--- src/rtl/lcd_tx_scheduler.sv ---
// rtl/lcd_tx_scheduler.sv - replays the LCD init list, then arbitrates command/data bytes and tracks the cursor
module lcd_tx_scheduler #(
  parameter int INIT_LEN = 6,
  parameter int COLS     = 84,
  parameter int ROWS     = 6
) (
  input  logic       clk,
  input  logic       reset,
  input  logic       cmd_req,
  input  logic [7:0] cmd_byte,
  output logic       cmd_ack,
  input  logic       dat_req,
  input  logic [7:0] dat_byte,
  output logic       dat_ack,
  output logic       tx_start,
  output logic [7:0] tx_byte,
  output logic       tx_dc,
  input  logic       tx_busy,
  input  logic       tx_done,
  output logic       init_done,
  output logic [6:0] col,
  output logic [2:0] row,
  output logic       frame_end
);

  localparam int IW = (INIT_LEN > 1) ? $clog2(INIT_LEN) : 1;

  typedef enum logic [1:0] {INIT_ISSUE, INIT_WAIT, IDLE, WAIT} state_t;

  state_t        state;
  logic [IW-1:0] idx;

  function automatic logic [7:0] init_rom(input logic [IW-1:0] i);
    case (i)
      IW'(0):  init_rom = 8'h21;
      IW'(1):  init_rom = 8'hB0;
      IW'(2):  init_rom = 8'h04;
      IW'(3):  init_rom = 8'h14;
      IW'(4):  init_rom = 8'h20;
      IW'(5):  init_rom = 8'h0C;
      default: init_rom = 8'h00;
    endcase
  endfunction

  always_ff @(posedge clk or posedge reset) begin
    if (reset) begin
      state     <= INIT_ISSUE;
      idx       <= '0;
      tx_start  <= 1'b0;
      tx_byte   <= 8'h00;
      tx_dc     <= 1'b0;
      cmd_ack   <= 1'b0;
      dat_ack   <= 1'b0;
      init_done <= 1'b0;
      col       <= 7'd0;
      row       <= 3'd0;
      frame_end <= 1'b0;
    end else begin
      tx_start  <= 1'b0;
      cmd_ack   <= 1'b0;
      dat_ack   <= 1'b0;
      frame_end <= 1'b0;
      case (state)
        INIT_ISSUE: begin
          if (!tx_busy) begin
            tx_start <= 1'b1;
            tx_byte  <= init_rom(idx);
            tx_dc    <= 1'b0;
            state    <= INIT_WAIT;
          end
        end
        INIT_WAIT: begin
          if (tx_done) begin
            idx <= idx + 1'b1;
            if (idx == IW'(INIT_LEN - 1)) begin
              init_done <= 1'b1;
              state     <= IDLE;
            end else begin
              state <= INIT_ISSUE;
            end
          end
        end
        IDLE: begin
          // Command requester has fixed priority over the data requester.
          if (!tx_busy && cmd_req) begin
            tx_start <= 1'b1;
            tx_byte  <= cmd_byte;
            tx_dc    <= 1'b0;
            cmd_ack  <= 1'b1;
            state    <= WAIT;
          end else if (!tx_busy && dat_req) begin
            tx_start <= 1'b1;
            tx_byte  <= dat_byte;
            tx_dc    <= 1'b1;
            dat_ack  <= 1'b1;
            state    <= WAIT;
          end
        end
        WAIT: begin
          if (tx_done) begin
            state <= IDLE;
            if (tx_dc) begin
              if (col == 7'(COLS - 1)) begin
                col <= 7'd0;
                if (row == 3'(ROWS - 1)) begin
                  row       <= 3'd0;
                  frame_end <= 1'b1;
                end else begin
                  row <= row + 3'd1;
                end
              end else begin
                col <= col + 7'd1;
              end
            end else begin
              // Set-X (1xxxxxxx) and set-Y (01000yyy) commands move the cursor when in range.
              if (tx_byte[7] && (tx_byte[6:0] < 7'(COLS)))
                col <= tx_byte[6:0];
              if ((tx_byte[7:3] == 5'b01000) && (tx_byte[2:0] < 3'(ROWS)))
                row <= tx_byte[2:0];
            end
          end
        end
        default: state <= INIT_ISSUE;
      endcase
    end
  end

endmodule

--- config.mk ---
export PLATFORM = sky130hd
export DESIGN_NAME = lcd_tx_scheduler
export DESIGN_NICKNAME = d
export VERILOG_FILES = /design/src/rtl/lcd_tx_scheduler.sv
export SDC_FILE = /design/constraint.sdc
export NUM_CORES = 1
export LEC_CHECK = 0
export ABC_AREA = 1
export CAP_MARGIN = 30
export CELL_PAD_IN_SITES_DETAIL_PLACEMENT = 0
export CELL_PAD_IN_SITES_GLOBAL_PLACEMENT = 2
export CORE_MARGIN = 10
export CORE_UTILIZATION = 24
export DETAILED_ROUTE_END_ITERATION = 8
export MAX_ROUTING_LAYER = met4
export PLACE_DENSITY_LB_ADDON = 0.1
export SETUP_SLACK_MARGIN = 0.4
export SLEW_MARGIN = 20
export SYNTH_ARGS = -nofsm -noshare
export SYNTH_HDL_FRONTEND = slang
export SYNTH_SLANG_ARGS = --single-unit
export TNS_END_PERCENT = 1
--- constraint.sdc ---
create_clock -name clk -period 1.28 [get_ports clk]
set_input_delay 0.192 -clock clk [delete_from_list [all_inputs] [get_ports clk]]
set_output_delay 0.192 -clock clk [all_outputs]
set_load 0.02 [all_outputs]
==> results of run 1 <==
-- where the power goes --
part	total, W	switching [W]	internal (W)
Clock	0.00102	0.000391	0.000633
Combinational	0.00246	0.00126	0.00120
Sequential	0.00144	0.000274	0.00117
-- state kept, by name, indices dropped and copies added (netlist names) --
name,count
init_done,1
state,2
col,7
idx,3
tx_dc,1
tx_byte,8
row,3
frame_end,1
tx_start,1
cmd_ack,1
dat_ack,1
-- critical path, stage by stage, from the launching register on --
cell     delay, ps
dfrtp_2        410
ha_4           180
nand2_4         50
nor2_4         160
nor2_4          70
inv_2          110
nand3_4        100
nand2_1         70
nand2_1         40
-- area by class of cell --
cell class	count	area (sq um)
inverter	22	82.6
timing repair buffer	91	840
fill	726	3900
tap	80	100
clock buffer	6	82.6
multi-input combinational	170	978
clock inverter	2	37.5
sequential	29	736
-- metal layers --
layer / up-vias / GRT usage [%] / routed length, microns
li1: 913 / - / -
met1: 795 / 12.8 / 2460
met2: 34 / 19.4 / 2880
met3: 7 / 1.86 / 115
met4: 0 / 3.53 / 106
met5: - / - / 0
-- cells by family after synthesis --
group / count (synthesis)
AO/OA/AOI/OAI: 22
XOR/XNOR: 4
adder cells (fa/ha/maj): 5
buffers and inverters: 24
flip-flops: 29
AND/OR/NAND/NOR: 139
-- synth_stat cells (2+ instances only) --
master / count / share of area, %
nand2_2: 2 / 0.75
nand2_1: 88 / 20
a21oi_1: 2 / 0.60
ha_1: 5 / 3.8
inv_1: 19 / 4.3
nor3_2: 2 / 1.2
dfrtp_1: 29 / 44
nand4_1: 7 / 2.6
nor2_1: 16 / 3.6
o21bai_1: 2 / 0.90
nor2_2: 2 / 0.75
nand3_1: 19 / 5.7
xor2_1: 4 / 2.1
o21ai_0: 13 / 3.9
inv_2: 3 / 0.68
-- worst paths after layout --
kind,from,to,slack (ps),cells past startpoint
max,col[0]$_DFFE_PP0P_,row[2]$_DFFE_PP0P_,-20,8
min,reset,cmd_ack$_DFF_PP0_,240,3
max reg2reg,col[0]$_DFFE_PP0P_,row[2]$_DFFE_PP0P_,-20,8
min reg2reg,init_done$_DFFE_PP0P_,init_done$_DFFE_PP0P_,490,1
max in group asynchronous,reset,col[2]$_DFFE_PP0P_,850,3
min in group clk,dat_byte[1],tx_byte[1]$_DFFE_PP0P_,480,3
-- repair_timing --
action | 4_1_cts | 5_1_grt
endpoints found under the setup margin | 53 | 53
setup buffers | 5 | 2
pin swaps | 9 | 16
gates resized for setup | 77 | 103
-- stage by stage --
| step | setup TNS (ps) | hold WS (ps) | instance area, sq um |
|---|---|---|---|
| 2_1_floorplan | 0 | 270 | 1700 |
| 3_3_place_gp | -4780 | 441 | 2530 |
| 3_5_place_dp | -4930 | 445 | 2530 |
| 4_1_cts | -5.48 | 249 | 2720 |
| 5_1_grt | -887 | 269 | 2860 |
| 6_report | -68.7 | 242 | 2860 |
==> impl_metrics.ini, run 1 <==
[sta]
finalSetupViolCount = 4
maximum_clock_skew_at_final_layout_ps = 2.48
report.final.hold_viol_count = 0
finalCriticalPeriod_ps = 1300
layout_setup_ws_ps = -20.3
fmax_ghz = 0.769
grt_setup_unrepaired = true
timing_worst_slew_pin_value_ps = 258
min_period_over_period_pct = 102
max-slew-margin-rel_pct = 82.8
report.final.slew_viol_count = 0

[clocking]
clk_transition_reported_paths_ps = 70
root_buffer = clkbuf_8
cts.hold.buffers_added = 0
cts.htree.levels = 2
insertion_delay_ps = 280
clock_tree.buffer_depth = 2
clock_sink_count = 29
cts_tree = yes
cts_buffers = 5

[die]
core_sq_mm = 0.00676
row_count = 30
die_h_microns = 103
num_io_pins = 46
effective_utilization_at_floorplan_pct = 24.7
die_area_sq_mm = 0.0107
die_x_microns = 103

[global_route]
grt_antenna_before_repair = 0
grt_pass1_wl_microns = 9040
grt_remaining_overflow = 0
gr-usage-all-layers_pct = 11.1
maximum_number_of_pins_on_one_net_before_global_route_repair = 30
first_global_vias = 1858

[outcome]
failed_checks = setup timing
outcome = finished with violations

[routing]
via_count = 1749
avgViaCountPerCell = 4.37
drtPass1Iterations = 4
initialDrtViolationCount = 45
routed_wl_microns = 5560
wl_per_cell_microns = 13.9
postRouteAntennaNets = 0
route.detailed.drc = 0

[logic_synthesis]
yosys.area_share.simple_pct = 36.1
syn_area_cell_sq_um = 7.47
fraction_of_synthesis_flops_using_an_asynchronous_set_or_reset_pin_pct = 100
syn_inst = 223
register_area_share_after_synthesis_pct = 43.5
synth_mux_area_share_pct = 0
synth_xor_xnor_area_share_pct = 2.10
syn-num-nets = 250
synthesis.area_sq_mm = 0.00167
dominant_combinational_cell_family_by_area_after_synthesis = simple AND/OR/NAND/NOR gates
number_of_distinct_library_cell_variants_in_the_gate_level_netlist_after_synthesis = 25
synth_ff_type = dfrtp_1
post_synth_fa_ha_maj_area_fraction_pct = 3.75
yosys_warnings = 0
edff_count_synth = 0
synth.ff_latch_count = 29
complex_gate_fraction_of_the_synthesized_area_pct = 8.26

[worst_setup_path]
worst-path-max-fanout = 5
cp_data_required_time_ps = 1460
worst_setup_path_end_kind = flop
crit_type = flop to flop
cp-start-kind = flop
worst_ep_arrival_time_ps = 1480

[finish]
most_common_library_cell_in_the_layout_ignoring_fill_and_taps = nand2_1
layout.nets = 346
antenna-diode-count = 0
fin_cells = 400
fin_util_pct = 42.3
mostFrequentLayoutCells = 79 x nand2_1, 44 x buf_4, 24 x buf_6
area_growth_pct = 71.4
layout_cells_sized_above_1_pct = 40.0

[placed_design]
io_buffers = 45
dpl.hpwl_microns = 4290
preCtsSetupSlack_ps = -304
post-place-cells = 385
globalplace.congestion = 0.757

[power]
cellPowerDensity_mw_per_mm2 = 1720
leakagePower_nw = 1.41
p_total_w = 0.00492
vdd_drop_max_v = 0.000456

[worst_hold_path]
timing.hold.worst.class = primary input to asynchronous set/reset pin

[run]
cap_viol_max_count = 0
Note: power is estimated with default switching activity, not from simulation.
==> run 2, diff against run 1 <==
Settings changed: CORE_MARGIN 10 to 3, GPL_ROUTABILITY_DRIVEN set to 1, SLEW_MARGIN 20 to unset.
==> run 2 against run 1 <==
Against the previous run:
- the flow now finishes without violations
- critical path depth fell by 1
- via count rose by 1.8%
- count of clock-buffer cells in the layout did not move
- combinational power rose by 3%
- die area fell by 25%
- routed wire length fell by 5.4%
- sequential share of layout area fell by 0.65 points
- maximum frequency rose by 2.6%
- register-to-register slack improved by 30 ps
==> impl_metrics.ini, run 2 (synthesis gave the netlist of run 1 again) <==
[outcome]
outcome = complete, no violations

[routing]
via_count = 1781
wl_per_cell_microns = 13.2
avgViaCountPerCell = 4.45
route.detailed.drc = 0
routed_wl_microns = 5260
initialDrtViolationCount = 45
postRouteAntennaNets = 0
drtPass1Iterations = 4

[die]
row_count = 29
die_area_sq_mm = 0.00798
effective_utilization_at_floorplan_pct = 25.5
num_io_pins = 46
die_h_microns = 89.3
core_sq_mm = 0.00653
die_x_microns = 89.3

[worst_setup_path]
worstSetupEndpoint = tx_byte[6]$_DFFE_PP0P_
slowest_stage = dfrtp_1
path_depth = 7
end_of_the_worst_register_to_register_path = tx_byte[6]$_DFFE_PP0P_
worstSetupStartpoint = state[1]$_DFFE_PP0P_
worst_ep_arrival_time_ps = 1420
cp_data_required_time_ps = 1440
worst-path-max-fanout = 5
cp_cell_sequence = buf_4 > nand2_4 > buf_6 > nor3_4 > buf_6 > a22oi_2 > o21ai_1
timing.rr.start = state[1]$_DFFE_PP0P_
crit_top_cell = buf_6
cp_top_family = flip-flops
r2r.worst_path.cells = 7
reg2reg_setup_slack_ps = 10
cp-start-kind = flop
worst_path_largest_cell_delay_ps = 420
crit_type = flop to flop
cp_num_buf_inv = 3
worst_setup_path_end_kind = flop

[finish]
layout.cell_area.non_filler_sq_mm = 0.00295
layout.nets = 349
layout_cells_sized_above_1_pct = 43.3
biggestRegsByFlops = tx_byte x8, col x7
area_growth_pct = 76.7
filler_cell_count = 675
antenna-diode-count = 0
mostFrequentLayoutCells = 80 x nand2_1, 39 x buf_4, 32 x buf_6
largest_register_ff_count = 8
most_common_library_cell_in_the_layout_ignoring_fill_and_taps = nand2_1
largest-register = tx_byte

[run]
cap_viol_max_count = 0

[global_route]
grt_antenna_before_repair = 0
grt_remaining_overflow = 0
first_global_vias = 1841
gr-usage-all-layers_pct = 15.2
grt_pass1_wl_microns = 8960
maximum_number_of_pins_on_one_net_before_global_route_repair = 30

[power]
cellPowerDensity_mw_per_mm2 = 1610
vdd_drop_max_v = 0.000603
p_total_w = 0.00474
leakagePower_nw = 1.41

[sta]
fmax_ghz = 0.789
report.final.slew_viol_count = 0
finalCriticalPeriod_ps = 1270
timing_worst_slew_pin_value_ps = 241
min_period_over_period_pct = 99.0
grt_setup_unrepaired = true
finalSetupViolCount = 0
timing.hold.ws_ps = 254
max-slew-margin-rel_pct = 83.9
maximum_clock_skew_at_final_layout_ps = 4.35
setup_total_negative_slack_ps = 0
report.final.hold_viol_count = 0

[clocking]
clock_sink_count = 29
cts.htree.levels = 2
cts_tree = yes
clock_tree.buffer_depth = 2
clk_transition_reported_paths_ps = 60
insertion_delay_ps = 280
root_buffer = clkbuf_8
cts.hold.buffers_added = 0
cts_buffers = 5

[placed_design]
cell_area_reported_after_detailed_placement_sq_mm = 0.00251
io_buffers = 45
dpl.hpwl_microns = 4070
globalplace.congestion = 0.760

[worst_hold_path]
timing.hold.worst.class = primary input to asynchronous set/reset pin
==> run 2: through the flow <==
stage | setup slack, ps | cells | util (%)
3_5_place_dp | -436 | 380 | 38.5
6_report | 12.2 | 400 | 45.1
4_1_cts | 0.435 | 393 | 42.8
3_3_place_gp | -424 | 380 | 38.5
2_1_floorplan | 52.0 | 223 | -
5_1_grt | -77.0 | 400 | 45.1
==> run 2: power by group <==
group          leakage, nW  total, W  switching (W)  internal (W)
registers            0.352   0.00147       0.000298       0.00117
logic                 1.02   0.00254        0.00126       0.00128
clock network       0.0450  0.000722       0.000346      0.000376
==> run 2: layout make-up <==
| type | instances | area [sq um] | area share [%] |
|---|---|---|---|
| clock buffer | 6 | 72.6 | 2.46 |
| multi-input combinational | 170 | 1050 | 35.7 |
| tap | 77 | 96.3 | 3.27 |
| sequential | 29 | 739 | 25.1 |
| inverter | 22 | 87.6 | 2.97 |
| clock inverter | 2 | 10.0 | 0.340 |
| timing repair buffer | 94 | 887 | 30.1 |
==> run 2: worst min path at each step <==
| stage | startpoint | depth (start not counted) | to | slack [ps] |
|---|---|---|---|---|
| 3_5_place_dp | init_done$_DFFE_PP0P_ | 1 | init_done$_DFFE_PP0P_ | 450 |
| 4_1_cts | reset | 3 | idx[2]$_DFFE_PP0P_ | 250 |
| 2_1_floorplan | reset | 1 | cmd_ack$_DFF_PP0_ | 270 |
| 3_3_place_gp | init_done$_DFFE_PP0P_ | 1 | init_done$_DFFE_PP0P_ | 440 |
| 6_report | reset | 3 | state[1]$_DFFE_PP0P_ | 250 |
| 5_1_grt | reset | 3 | dat_ack$_DFF_PP0_ | 290 |
==> run 2: routing by layer <==
layer | vias to the layer above | GRT usage, % | wire, microns
met2 | 43 | 24.4 | 2550
met3 | 4 | 2.95 | 187
li1 | 921 | - | -
met5 | - | - | 0
met1 | 813 | 19.5 | 2480
met4 | 0 | 4.47 | 50
==> run 2: worst min-delay path, delay by kind of cell <==
kind | cells | cell delay, ps
buffers and inverters | 3 | 700
==> run 2: timing repair <==
item	in CTS	in global routing
setup buffers	5	7
gates resized for setup	189	27
endpoints found under the setup margin	53	53
pin swaps	20	23
==> run 3, diff against run 2 <==
Settings changed: HOLD_SLACK_MARGIN set to 0.08, REMOVE_ABC_BUFFERS set to 1.
==> run 3 against run 2 <==
Against the previous run:
- critical path depth up 2
- final cell count shrank 2.5%
- hold slack got worse by 56 ps
- flip-flop and latch count unchanged
- final area down 3.7%
- maximum frequency rose by 2.4%
- setup slack improved by 30 ps
- register-to-register slack better by 30 ps
- count of clock-buffer cells in the layout is 1 higher
- sequential share of layout area rose by 0.71 points
- non-clock buffer count decreased by 9
- critical path type unchanged
- critical endpoint is now col[6]$_DFFE_PP0P_
- largest power group unchanged
==> impl_metrics.ini, run 3 (synthesis gave the netlist of run 1 again) <==
[outcome]
outcome = complete, no violations

[sta]
max-slew-margin-rel_pct = 84.8
fmax_ghz = 0.808
finalCriticalPeriod_ps = 1240
report.final.hold_viol_count = 0
layout_setup_ws_ps = 42.1
finalSetupViolCount = 0
min_period_over_period_pct = 96.7
timing_worst_slew_pin_value_ps = 228
grt_setup_unrepaired = true
timing.hold.ws_ps = 198
maximum_clock_skew_at_final_layout_ps = 6.15
report.final.slew_viol_count = 0

[worst_setup_path]
worst_path_largest_cell_delay_ps = 390
worst_ep_arrival_time_ps = 1420
cp_cell_sequence = ha_4 > buf_6 > nand3_1 > nor2_1 > nand2_1 > nand3_1 > nand2_1 > nand2_2 > nand2_1
cp-start-kind = flop
slowest_stage = dfrtp_1
worst-path-max-fanout = 3
path_depth = 9
r2r.worst_path.cells = 9
cp_data_required_time_ps = 1460
cp_top_family = simple AND/OR/NAND/NOR gates
cp_num_buf_inv = 1
worst_setup_path_end_kind = flop
crit_type = flop to flop
crit_top_cell = nand2_1

[routing]
postRouteAntennaNets = 0
via_count = 1727
avgViaCountPerCell = 4.43
wl_per_cell_microns = 12.9
route.detailed.drc = 0
drtPass1Iterations = 4
initialDrtViolationCount = 60
routed_wl_microns = 5020

[placed_design]
post-place-cells = 378
preCtsSetupSlack_ps = -309
dpl.hpwl_microns = 3930
cell_area_reported_after_detailed_placement_sq_mm = 0.00247
globalplace.congestion = 0.774
io_buffers = 45

[power]
cellPowerDensity_mw_per_mm2 = 1610
leakagePower_nw = 1.39
vdd_drop_max_v = 0.000449

[finish]
fin_util_pct = 43.4
mostFrequentLayoutCells = 80 x nand2_1, 29 x buf_4, 25 x buf_6
layout_cells_sized_above_1_pct = 38.3
area_growth_pct = 70.1
filler_cell_count = 697
biggestRegsByFlops = tx_byte x8, col x7
fin_cells = 390
largest-register = tx_byte
largest_register_ff_count = 8
layout.cell_area.non_filler_sq_mm = 0.00284
most_common_library_cell_in_the_layout_ignoring_fill_and_taps = nand2_1
multiInputGateArea_sq_mm = 0.00103
antenna-diode-count = 0
layout.nets = 340
final-seq-area_sq_um = 732

[run]
cap_viol_max_count = 0

[global_route]
grt_pass1_wl_microns = 8440
first_global_vias = 1714
maximum_number_of_pins_on_one_net_before_global_route_repair = 30
grt_antenna_before_repair = 0
grt_remaining_overflow = 0
gr-usage-all-layers_pct = 14.5

[die]
num_io_pins = 46
die_h_microns = 89.3
die_area_sq_mm = 0.00798
effective_utilization_at_floorplan_pct = 25.5
die_x_microns = 89.3
core_sq_mm = 0.00653
row_count = 29

[clocking]
cts_buffers = 5
cts.htree.levels = 2
clk_transition_reported_paths_ps = 70
root_buffer = clkbuf_8
cts.hold.buffers_added = 0
clock_sink_count = 29
clock_tree.buffer_depth = 2
insertion_delay_ps = 280
cts_tree = yes

[worst_hold_path]
worstHoldPathCells = 2
timing.hold.worst.class = primary input to flop
## run 3: cell count changes in the layout (fill, tap and decap cells not counted), sizes merged
cell           delta
clkinv            -2
clkdlybuf4s15     +1
clkbuf            +2
clkdlybuf4s50     -1
dlymetal6s2s      +2
buf              -15
dlygate4sd2       +3
## run 3: layout make-up
cell class / instances / area share [%]
Sequential cell: 29 / 25.8
Multi-Input combinational cell: 170 / 36.4
Clock buffer: 7 / 3.05
Tap cell: 77 / 3.40
Timing Repair Buffer: 85 / 28.2
Inverter: 22 / 3.18
## run 3: per-layer routing
metal  track usage, %  wire length (microns)  share of wire [%]  vias to the layer above
li1                 -                      -                  -                      903
met1             17.4                   2200                 44                      790
met2             24.2                   2590                 52                       28
met3             2.76                    157                3.1                        6
met4             4.87                     68                1.4                        0
met5                -                      0                  0                        -
## run 3: worst paths after layout
path | from | to | slack (ps)
worst max-delay path | col[1]$_DFFE_PP0P_ | col[6]$_DFFE_PP0P_ | 40
worst min-delay path | tx_done | state[0]$_DFFE_PP0P_ | 200
worst max register to register | col[1]$_DFFE_PP0P_ | col[6]$_DFFE_PP0P_ | 40
worst min register to register | init_done$_DFFE_PP0P_ | init_done$_DFFE_PP0P_ | 480
max in group asynchronous | reset | state[0]$_DFFE_PP0P_ | 850
min in group asynchronous | reset | cmd_ack$_DFF_PP0_ | 250
## run 3: power breakdown
part           switching [W]  internal [W]
clock               0.000352      0.000426
combinational        0.00127       0.00113
sequential          0.000248       0.00116
total                0.00187       0.00271
## run 3: repair_timing
action / CTS / global route
endpoints found under the hold margin: 0 / 0
setup endpoints to repair: 53 / 53
pin swaps: 8 / 25
resized for setup: 62 / 129
setup buffers: 0 / 5
## run 3: stage by stage
stage | TNS [ps] | total power, W
6_report | 0 | 0.00458
5_1_grt | -464 | 0.00496
4_1_cts | 0 | 0.00431
3_5_place_dp | -5810 | 0.00357
3_3_place_gp | -5640 | 0.00360
2_1_floorplan | -488 | 0.00241
